[config.mk]
export PLATFORM = sky130hd
export DESIGN_NAME = phase_sequencer
export DESIGN_NICKNAME = d
export VERILOG_FILES = /design/src/rtl/seq_pkg.sv /design/src/rtl/phase_sequencer_wait_watchdog.sv /design/src/rtl/phase_sequencer.sv
export SDC_FILE = /design/constraint.sdc
export NUM_CORES = 1
export LEC_CHECK = 0
export ABC_AREA = 1
export BUFFER_PORTS_ARGS = -buffer_cell sky130_fd_sc_hd__buf_2
export CORE_ASPECT_RATIO = 1.75
export CORE_MARGIN = 2
export CORE_UTILIZATION = 53
export CTS_CLUSTER_DIAMETER = 40
export DETAILED_ROUTE_END_ITERATION = 12
export PLACE_DENSITY_LB_ADDON = 0.05
export SLEW_MARGIN = 40
export SYNTH_ARGS = -nofsm -noshare
export SYNTH_HDL_FRONTEND = slang
export SYNTH_SLANG_ARGS = --single-unit
[constraint.sdc]
create_clock -name Clock -period 2.3 [get_ports Clock]
set_clock_uncertainty 0.05 [all_clocks]
set_input_delay 0.46 -clock Clock [delete_from_list [all_inputs] [get_ports Clock]]
set_output_delay 0.46 -clock Clock [all_outputs]
set_load 0.05 [all_outputs]
[src/rtl/seq_pkg.sv]
// Shared encodings and default sizing for the phase sequencer and its watchdog.
package seq_pkg;

    localparam int DEF_NUM_STEPS = 8;
    localparam int DEF_CNT_W     = 16;
    localparam int DEF_WAIT_MAX  = 15;

    typedef enum logic [1:0] {
        ST_IDLE  = 2'd0,
        ST_RUN   = 2'd1,
        ST_WAIT  = 2'd2,
        ST_FAULT = 2'd3
    } SeqState;

endpackage

[src/rtl/phase_sequencer_wait_watchdog.sv]
// Memory-wait watchdog: counts consecutive WAIT cycles and flags when the limit is hit.
module wait_watchdog #(
    parameter int WAIT_MAX = 15
) (
    input  logic Clock,
    input  logic Reset,
    input  logic inWait,
    input  logic memBusy,
    output logic expired
);

    localparam int CW = $clog2(WAIT_MAX + 1);
    localparam logic [CW-1:0] LIMIT = CW'(WAIT_MAX - 1);
    localparam logic [CW-1:0] SATURATE = CW'(WAIT_MAX);

    logic [CW-1:0] waitCount;

    // One count per WAIT cycle; any cycle outside WAIT restarts the window.
    always_ff @(posedge Clock or negedge Reset) begin
        if (!Reset) begin
            waitCount <= '0;
        end else if (!inWait) begin
            waitCount <= '0;
        end else if (waitCount != SATURATE) begin
            waitCount <= waitCount + CW'(1);
        end
    end

    // The current WAIT cycle is the WAIT_MAX-th one and memory is still busy.
    assign expired = inWait && memBusy && (waitCount == LIMIT);

endmodule

[src/rtl/phase_sequencer.sv]
// Control-step sequencer T0..T(NUM_STEPS-1) with memory wait, stop-at-boundary and retire count.
// Optional memory-wait timeout is compiled in with PHASE_SEQ_TIMEOUT_EN.
module phase_sequencer
    import seq_pkg::*;
#(
    parameter int NUM_STEPS = DEF_NUM_STEPS,
    parameter int CNT_W     = DEF_CNT_W,
    parameter int WAIT_MAX  = DEF_WAIT_MAX
) (
    input  logic                         Clock,
    input  logic                         Reset,
    input  logic                         Start,
    input  logic                         Stop,
    input  logic                         StepLast,
    input  logic                         MemStep,
    input  logic                         MemBusy,
    output logic [NUM_STEPS-1:0]         Step,
    output logic [$clog2(NUM_STEPS)-1:0] StepIdx,
    output logic                         Run,
    output logic                         Clear,
    output logic [CNT_W-1:0]             InstrCount,
    output logic                         Fault
);

    localparam int IDX_W = $clog2(NUM_STEPS);
    localparam logic [IDX_W-1:0] LAST_IDX = IDX_W'(NUM_STEPS - 1);

    SeqState              state;
    SeqState              stateNext;
    logic [IDX_W-1:0]     idxNext;
    logic [NUM_STEPS-1:0] stepNext;
    logic                 stopPending;
    logic                 pendNext;
    logic                 wrap;
    logic                 timeout;

`ifdef PHASE_SEQ_TIMEOUT_EN
    wait_watchdog #(
        .WAIT_MAX (WAIT_MAX)
    ) uWatchdog (
        .Clock   (Clock),
        .Reset   (Reset),
        .inWait  (state == ST_WAIT),
        .memBusy (MemBusy),
        .expired (timeout)
    );

    assign Fault = (state == ST_FAULT);
`else
    logic unusedWaitMax;

    assign unusedWaitMax = (WAIT_MAX != 0);
    assign timeout       = 1'b0;
    assign Fault         = 1'b0;
`endif

    // Next state, next step index and retire pulse; a stop request only takes effect at a wrap.
    always_comb begin
        stateNext = state;
        idxNext   = StepIdx;
        pendNext  = stopPending;
        wrap      = 1'b0;
        unique case (state)
            ST_IDLE: begin
                idxNext = '0;
                if (Start && !Stop) begin
                    stateNext = ST_RUN;
                end
            end
            ST_RUN, ST_WAIT: begin
                if (Stop) begin
                    pendNext = 1'b1;
                end
                if (state == ST_WAIT && timeout) begin
                    stateNext = ST_FAULT;
                    idxNext   = '0;
                    pendNext  = 1'b0;
                end else if (state == ST_WAIT ? MemBusy : (MemStep && MemBusy)) begin
                    stateNext = ST_WAIT;
                end else if (StepLast || StepIdx == LAST_IDX) begin
                    idxNext = '0;
                    wrap    = 1'b1;
                    if (stopPending || Stop) begin
                        stateNext = ST_IDLE;
                        pendNext  = 1'b0;
                    end else begin
                        stateNext = ST_RUN;
                    end
                end else begin
                    idxNext   = StepIdx + IDX_W'(1);
                    stateNext = ST_RUN;
                end
            end
            default: begin
                idxNext  = '0;
                pendNext = 1'b0;
            end
        endcase
    end

    // One-hot view of the next index, blanked whenever the sequencer is not stepping.
    always_comb begin
        stepNext = '0;
        if (stateNext == ST_RUN || stateNext == ST_WAIT) begin
            stepNext[idxNext] = 1'b1;
        end
    end

    always_ff @(posedge Clock or negedge Reset) begin
        if (!Reset) begin
            state       <= ST_IDLE;
            StepIdx     <= '0;
            Step        <= '0;
            stopPending <= 1'b0;
            Clear       <= 1'b0;
            InstrCount  <= '0;
        end else begin
            state       <= stateNext;
            StepIdx     <= idxNext;
            Step        <= stepNext;
            stopPending <= pendNext;
            Clear       <= wrap;
            if (wrap) begin
                InstrCount <= InstrCount + CNT_W'(1);
            end
        end
    end

    assign Run = (state == ST_RUN) || (state == ST_WAIT);

endmodule

==> results.cfg, run 1 <==
[outcome]
status = completed

[floorplanning]
core_um2 = 3070
die_x_um = 46.5
initial_utilization_pct = 54.5
rows = 27
die_y_um = 78.4
die_area_um2 = 3640
pin_count = 37

[sta]
setup_viol_count_final = 0
whs_ns = 0.172
fmax_mhz = 484
tns_ns = 0
rsz0062_at_grt = no
maxSlewHeadroom_pct = 53.9
tightest_slew_ns = 0.691
period_share_pct = 89.9
min_period_ns = 2.07
finalWorstSetupSlack_ns = 0.233
hold_violations = 0
maxSlewViolCount = 0

[logic_synthesis]
synth_area_um2 = 1680
ys_seq_area_share_pct = 46.3
syn_inst = 216
ys_ff_latch = 31
syn_nets = 229
synth_warnings = 0
syn_area_per_cell_um2 = 7.76
netlist-cell-type-count = 18

[hold_path]
hold_class = input pin to async pin

[layout]
layout_common_cells = nand2_1, buf_2, dfrtp_1, nor2_1, inv_1
synthToLayoutAreaGrowth_pct = 17.3
mostFrequentLayoutCell = nand2_1
finalNetCount = 268
drive_above_1_share_pct = 18.4
antenna_cells = 0

[clocking]
cts_tree = built
insertion_delay_ns = 0.28
ctsHoldBuffers = 0
post_cts_buffers = 0
numCtsBuffers = 5
numClockSinks = 31
cts.clk_slew.worst_paths_ns = 0.06
cts-root-buf = clkbuf_8
htreeDepth = 2
cts_resized = 0
clock_path_buffers = 2

[critical_path]
worstSetupEndpointType = primary output
slowest_stage = ha_1
r2r_end = Step[5]
r2r_cells = 9
crit_type = register to primary output
cp.depth = 3
r2r_slack_ns = 0.42
cp_slowest_stage_delay_ns = 0.49
critical_path.cell_chain = inv_1, ha_1, buf_2
cp_data_arrival_time_ns = 1.56
cp.required_ns = 1.79
rr_startpoint = StepIdx[0]
start_kind = register
crit_family = adder cells
path_buf_inv = 2
path_max_fanout = 12

[detailed_routing]
via_per_inst = 4.96
routedWlPerCell_um = 11.7
ant_nets = 0
wirelength_mm = 3.50
drt_iter0_drc = 26
drc = 0
firstDrtPassIters = 4
vias = 1483

[global_routing]
grt_max_degree = 32
antenna_found_initial = 0
grt_overflow_total = 0
grt_first_pass_wirelength_mm = 6.02
gr-usage-all-layers_pct = 22.7
first_global_vias = 1508

[placed_design]
gp_congestion = 0.793
portBuffers = 35
dp_hpwl_mm = 2.72
dp_worst_setup_slack_ns = 0.435

[pwr]
power.switching_mw = 1.17
comb_power_share_pct = 49.4
seq_power_share_pct = 33.0
p_per_area_nw_per_um2 = 1180
p_sw_share_pct = 50.5
p_leak_nw = 1.07
vdd_drop_max_mv = 0.844
clockPowerShare_pct = 17.7
power.internal_mw = 1.15

[job]
cap_violations = 0
Yosys cell counts:
cell     instances  area, um^2
inv_1           25        93.8
nand4_1          5        31.3
o21ai_4          1        16.3
nand3_1         21         105
nor2_1          31         116
o22ai_1          1        6.26
nand3_2          1        10.0
nand2_1         68         255
conb_1           1        3.75
buf_2            2        10.0
dfrtp_1         31         776
buf_4            1        7.51
buf_6            1        11.3
xor2_1           7        61.3
ha_1             6        75.1
xnor2_1          3        26.3
o21ai_0          8        40.0
nor3_2           3        30.0
worst max path at each step:
stage,from,end
after detailed placement,StepIdx[0],Step[7]
after CTS,state[1],Run
after floorplan,StepIdx[0],Step[3]
final,state[1],Run
after global routing,state[1],Run
after global placement,StepIdx[0],Step[3]
power by group through the flow:
| stage | sequential (mW) | combinational (mW) | clock (mW) |
|---|---|---|---|
| detailed placement | 0.776 | 1.16 | 0 |
| CTS | 0.766 | 1.16 | 0.417 |
| global route | 0.780 | 1.28 | 0.438 |
| floorplan | 1.09 | 0.605 | 0 |
| global placement | 0.775 | 1.15 | 0 |
| finish | 0.766 | 1.15 | 0.410 |
final cells by class:
class	count	area, um^2
Clock buffer	7	76.3
Clock inverter	1	5.00
Fill cell	298	1110
Inverter	25	93.8
Multi-Input combinational cell	156	777
Sequential cell	31	776
Tap cell	43	53.8
Timing Repair Buffer	36	183
sequential cells by signal (all words and copies together) (netlist names):
| signal | flops |
|---|---|
| Clear | 1 |
| Step | 8 |
| InstrCount | 16 |
| state | 2 |
| StepIdx | 3 |
| stopPending | 1 |
layer usage:
layer  share of wire (%)  GRT usage, %  vias up  wire length (um)
li1                    -             -      749                 -
met4                 2.0          9.14        0                71
met3                 3.5          3.68        8               121
met2                  57          43.1       37              2000
met1                  37          22.3      689              1300
met5                   0             0        -                 0
stage by stage:
stage / power, mW / cells / cell area [um^2] / util [%]
after floorplan: 1.69 / 216 / 1680 / -
after CTS: 2.34 / 299 / 1960 / 63.9
after global routing: 2.50 / 299 / 1960 / 63.9
after global placement: 1.93 / 291 / 1880 / 61.3
final: 2.32 / 299 / 1960 / 63.9
after detailed placement: 1.93 / 291 / 1880 / 61.3
logic make-up (layout without fill, tap and decap cells):
logic type	count (synthesis)	after routing	share of synthesized area, %
other cells	1	1	0.224
compound gates	10	10	3.73
flops	31	31	46.3
fa+ha+maj	6	6	4.48
xor+xnor	10	10	5.23
buf+inv	29	69	7.32
simple gates	129	129	32.7
Power figures use the tool's default switching activity.
==> run 2: changes to the inputs <==
CELL_PAD_IN_SITES_DETAIL_PLACEMENT = 0   (was unset)
CELL_PAD_IN_SITES_GLOBAL_PLACEMENT = 1   (was unset)
CORE_UTILIZATION = 39   (was 53)
==> run 2 against run 1 <==
Final cell count grew 2.3%; first-iteration DRC count shrank 35%; total power grew 7.9%; wire length grew 12%; final area grew 2.6%; utilization shrank 15 points; die area grew 33%; global-route usage shrank 3.9 points; clock-buffer cell count shrank 1; critical path depth is the same; fmax grew 3.5%; register-to-register slack lost 0.06 ns; highest routed layer unchanged.
==> results.cfg, run 2 (same netlist as run 1, synthesis figures left out) <==
[sta]
tightest_slew_ns = 0.710
setup_viol_count_final = 0
period_share_pct = 86.9
min_period_ns = 2.00
tns_ns = 0
maxSlewHeadroom_pct = 52.6
maxSlewViolCount = 0
hold_violations = 0
fmax_mhz = 501
rsz0062_at_grt = no
finalWorstSetupSlack_ns = 0.302

[global_routing]
grt_first_pass_wirelength_mm = 6.69
gr-usage-all-layers_pct = 18.8
first_global_vias = 1588
antenna_found_initial = 0
grt_max_degree = 32
grt_overflow_total = 0

[job]
cap_violations = 0

[pwr]
p_per_area_nw_per_um2 = 1240
p_leak_nw = 1.09
vdd_drop_max_mv = 0.758
p_total_mw = 2.51

[floorplanning]
rows = 31
die_area_um2 = 4860
initial_utilization_pct = 40.4
core_um2 = 4150
die_y_um = 90.7
pin_count = 37
die_x_um = 53.5

[layout]
finalNetCount = 269
synthToLayoutAreaGrowth_pct = 20.3
mostFrequentLayoutCell = nand2_1
top_regs = InstrCount (16), Step (8), StepIdx (3)
antenna_cells = 0
final_area_um2 = 2020
final_core_util_pct = 48.6
top_register = InstrCount
fill_cells = 447
layout_common_cells = nand2_1, buf_2, dfrtp_1, nor2_1, inv_1
largest_reg_flops = 16
drive_above_1_share_pct = 19.5

[clocking]
cts_tree = built
cts-root-buf = clkbuf_8
insertion_delay_ns = 0.28
htreeDepth = 2
ctsHoldBuffers = 0
numCtsBuffers = 5
cts.clk_slew.worst_paths_ns = 0.07
cts_resized = 0
numClockSinks = 31
post_cts_buffers = 0
clock_path_buffers = 2

[detailed_routing]
via_per_inst = 4.85
wirelength_mm = 3.91
drc = 0
ant_nets = 0
drt_iter0_drc = 17
routedWlPerCell_um = 12.8
vias = 1485
firstDrtPassIters = 4

[critical_path]
cp_slowest_stage_delay_ns = 0.43
path_max_fanout = 7
crit_family = adder cells
critical_path.cell_chain = inv_1, ha_1, buf_2
crit_type = register to primary output
path_buf_inv = 2
worstSetupEndpointType = primary output
cp_data_arrival_time_ns = 1.49
start_kind = register
slowest_stage = ha_1
cp.required_ns = 1.79

[outcome]
status = completed

[hold_path]
hold_class = input pin to async pin

[placed_design]
dp_hpwl_mm = 3.09
portBuffers = 35
gp_congestion = 0.785
place_area_um2 = 1900
dp_worst_setup_slack_ns = 0.388
## run 2: changes by cell type in the layout (fill, tap and decap cells not counted), sizes merged
cell,change
buf,+1
bufinv,+1
clkbuf,-1
## run 2: routing by layer
metal  vias to the layer above  share of wire [%]  global-route usage (%)
met1                       700                 36                    17.9
li1                        751                  -                       -
met5                         -                  0                       0
met2                        27                 59                    35.5
met3                         7                2.8                    3.81
met4                         0                2.2                    8.55
## run 2: final cells by class
class                           count  area [um^2]  area share [%]
Multi-Input combinational cell    156          777            38.5
Clock inverter                      2         35.0            1.74
Clock buffer                        6         82.6            4.10
Tap cell                           49         61.3            3.04
Timing Repair Buffer               37          190            9.44
Inverter                           25         93.8            4.66
Sequential cell                    31          776            38.5
## run 2: worst paths after layout
check	startpoint	endpoint	slack, ns	depth (start not counted)
min in group Clock	InstrCount[2]	InstrCount[2]	0.46	1
worst min register to register	InstrCount[2]	InstrCount[2]	0.46	1
worst max-delay path	state[1]	Run	0.30	3
worst min-delay path	Reset	InstrCount[5]	0.18	1
worst max register to register	StepIdx[0]	Step[5]	0.36	9
max in group asynchronous	Reset	StepIdx[0]	1.57	1
## run 2: power by group
group          switching [mW]  internal (mW)
Combinational           0.894          0.290
Sequential              0.101          0.667
Clock                   0.204          0.350
## run 2: metrics by stage
step                      hold WS [ns]  cells
final                            0.177    306
after global routing             0.242    306
after CTS                        0.201    306
after detailed placement         0.452    298
after global placement           0.457    298
after floorplan                  0.114    216
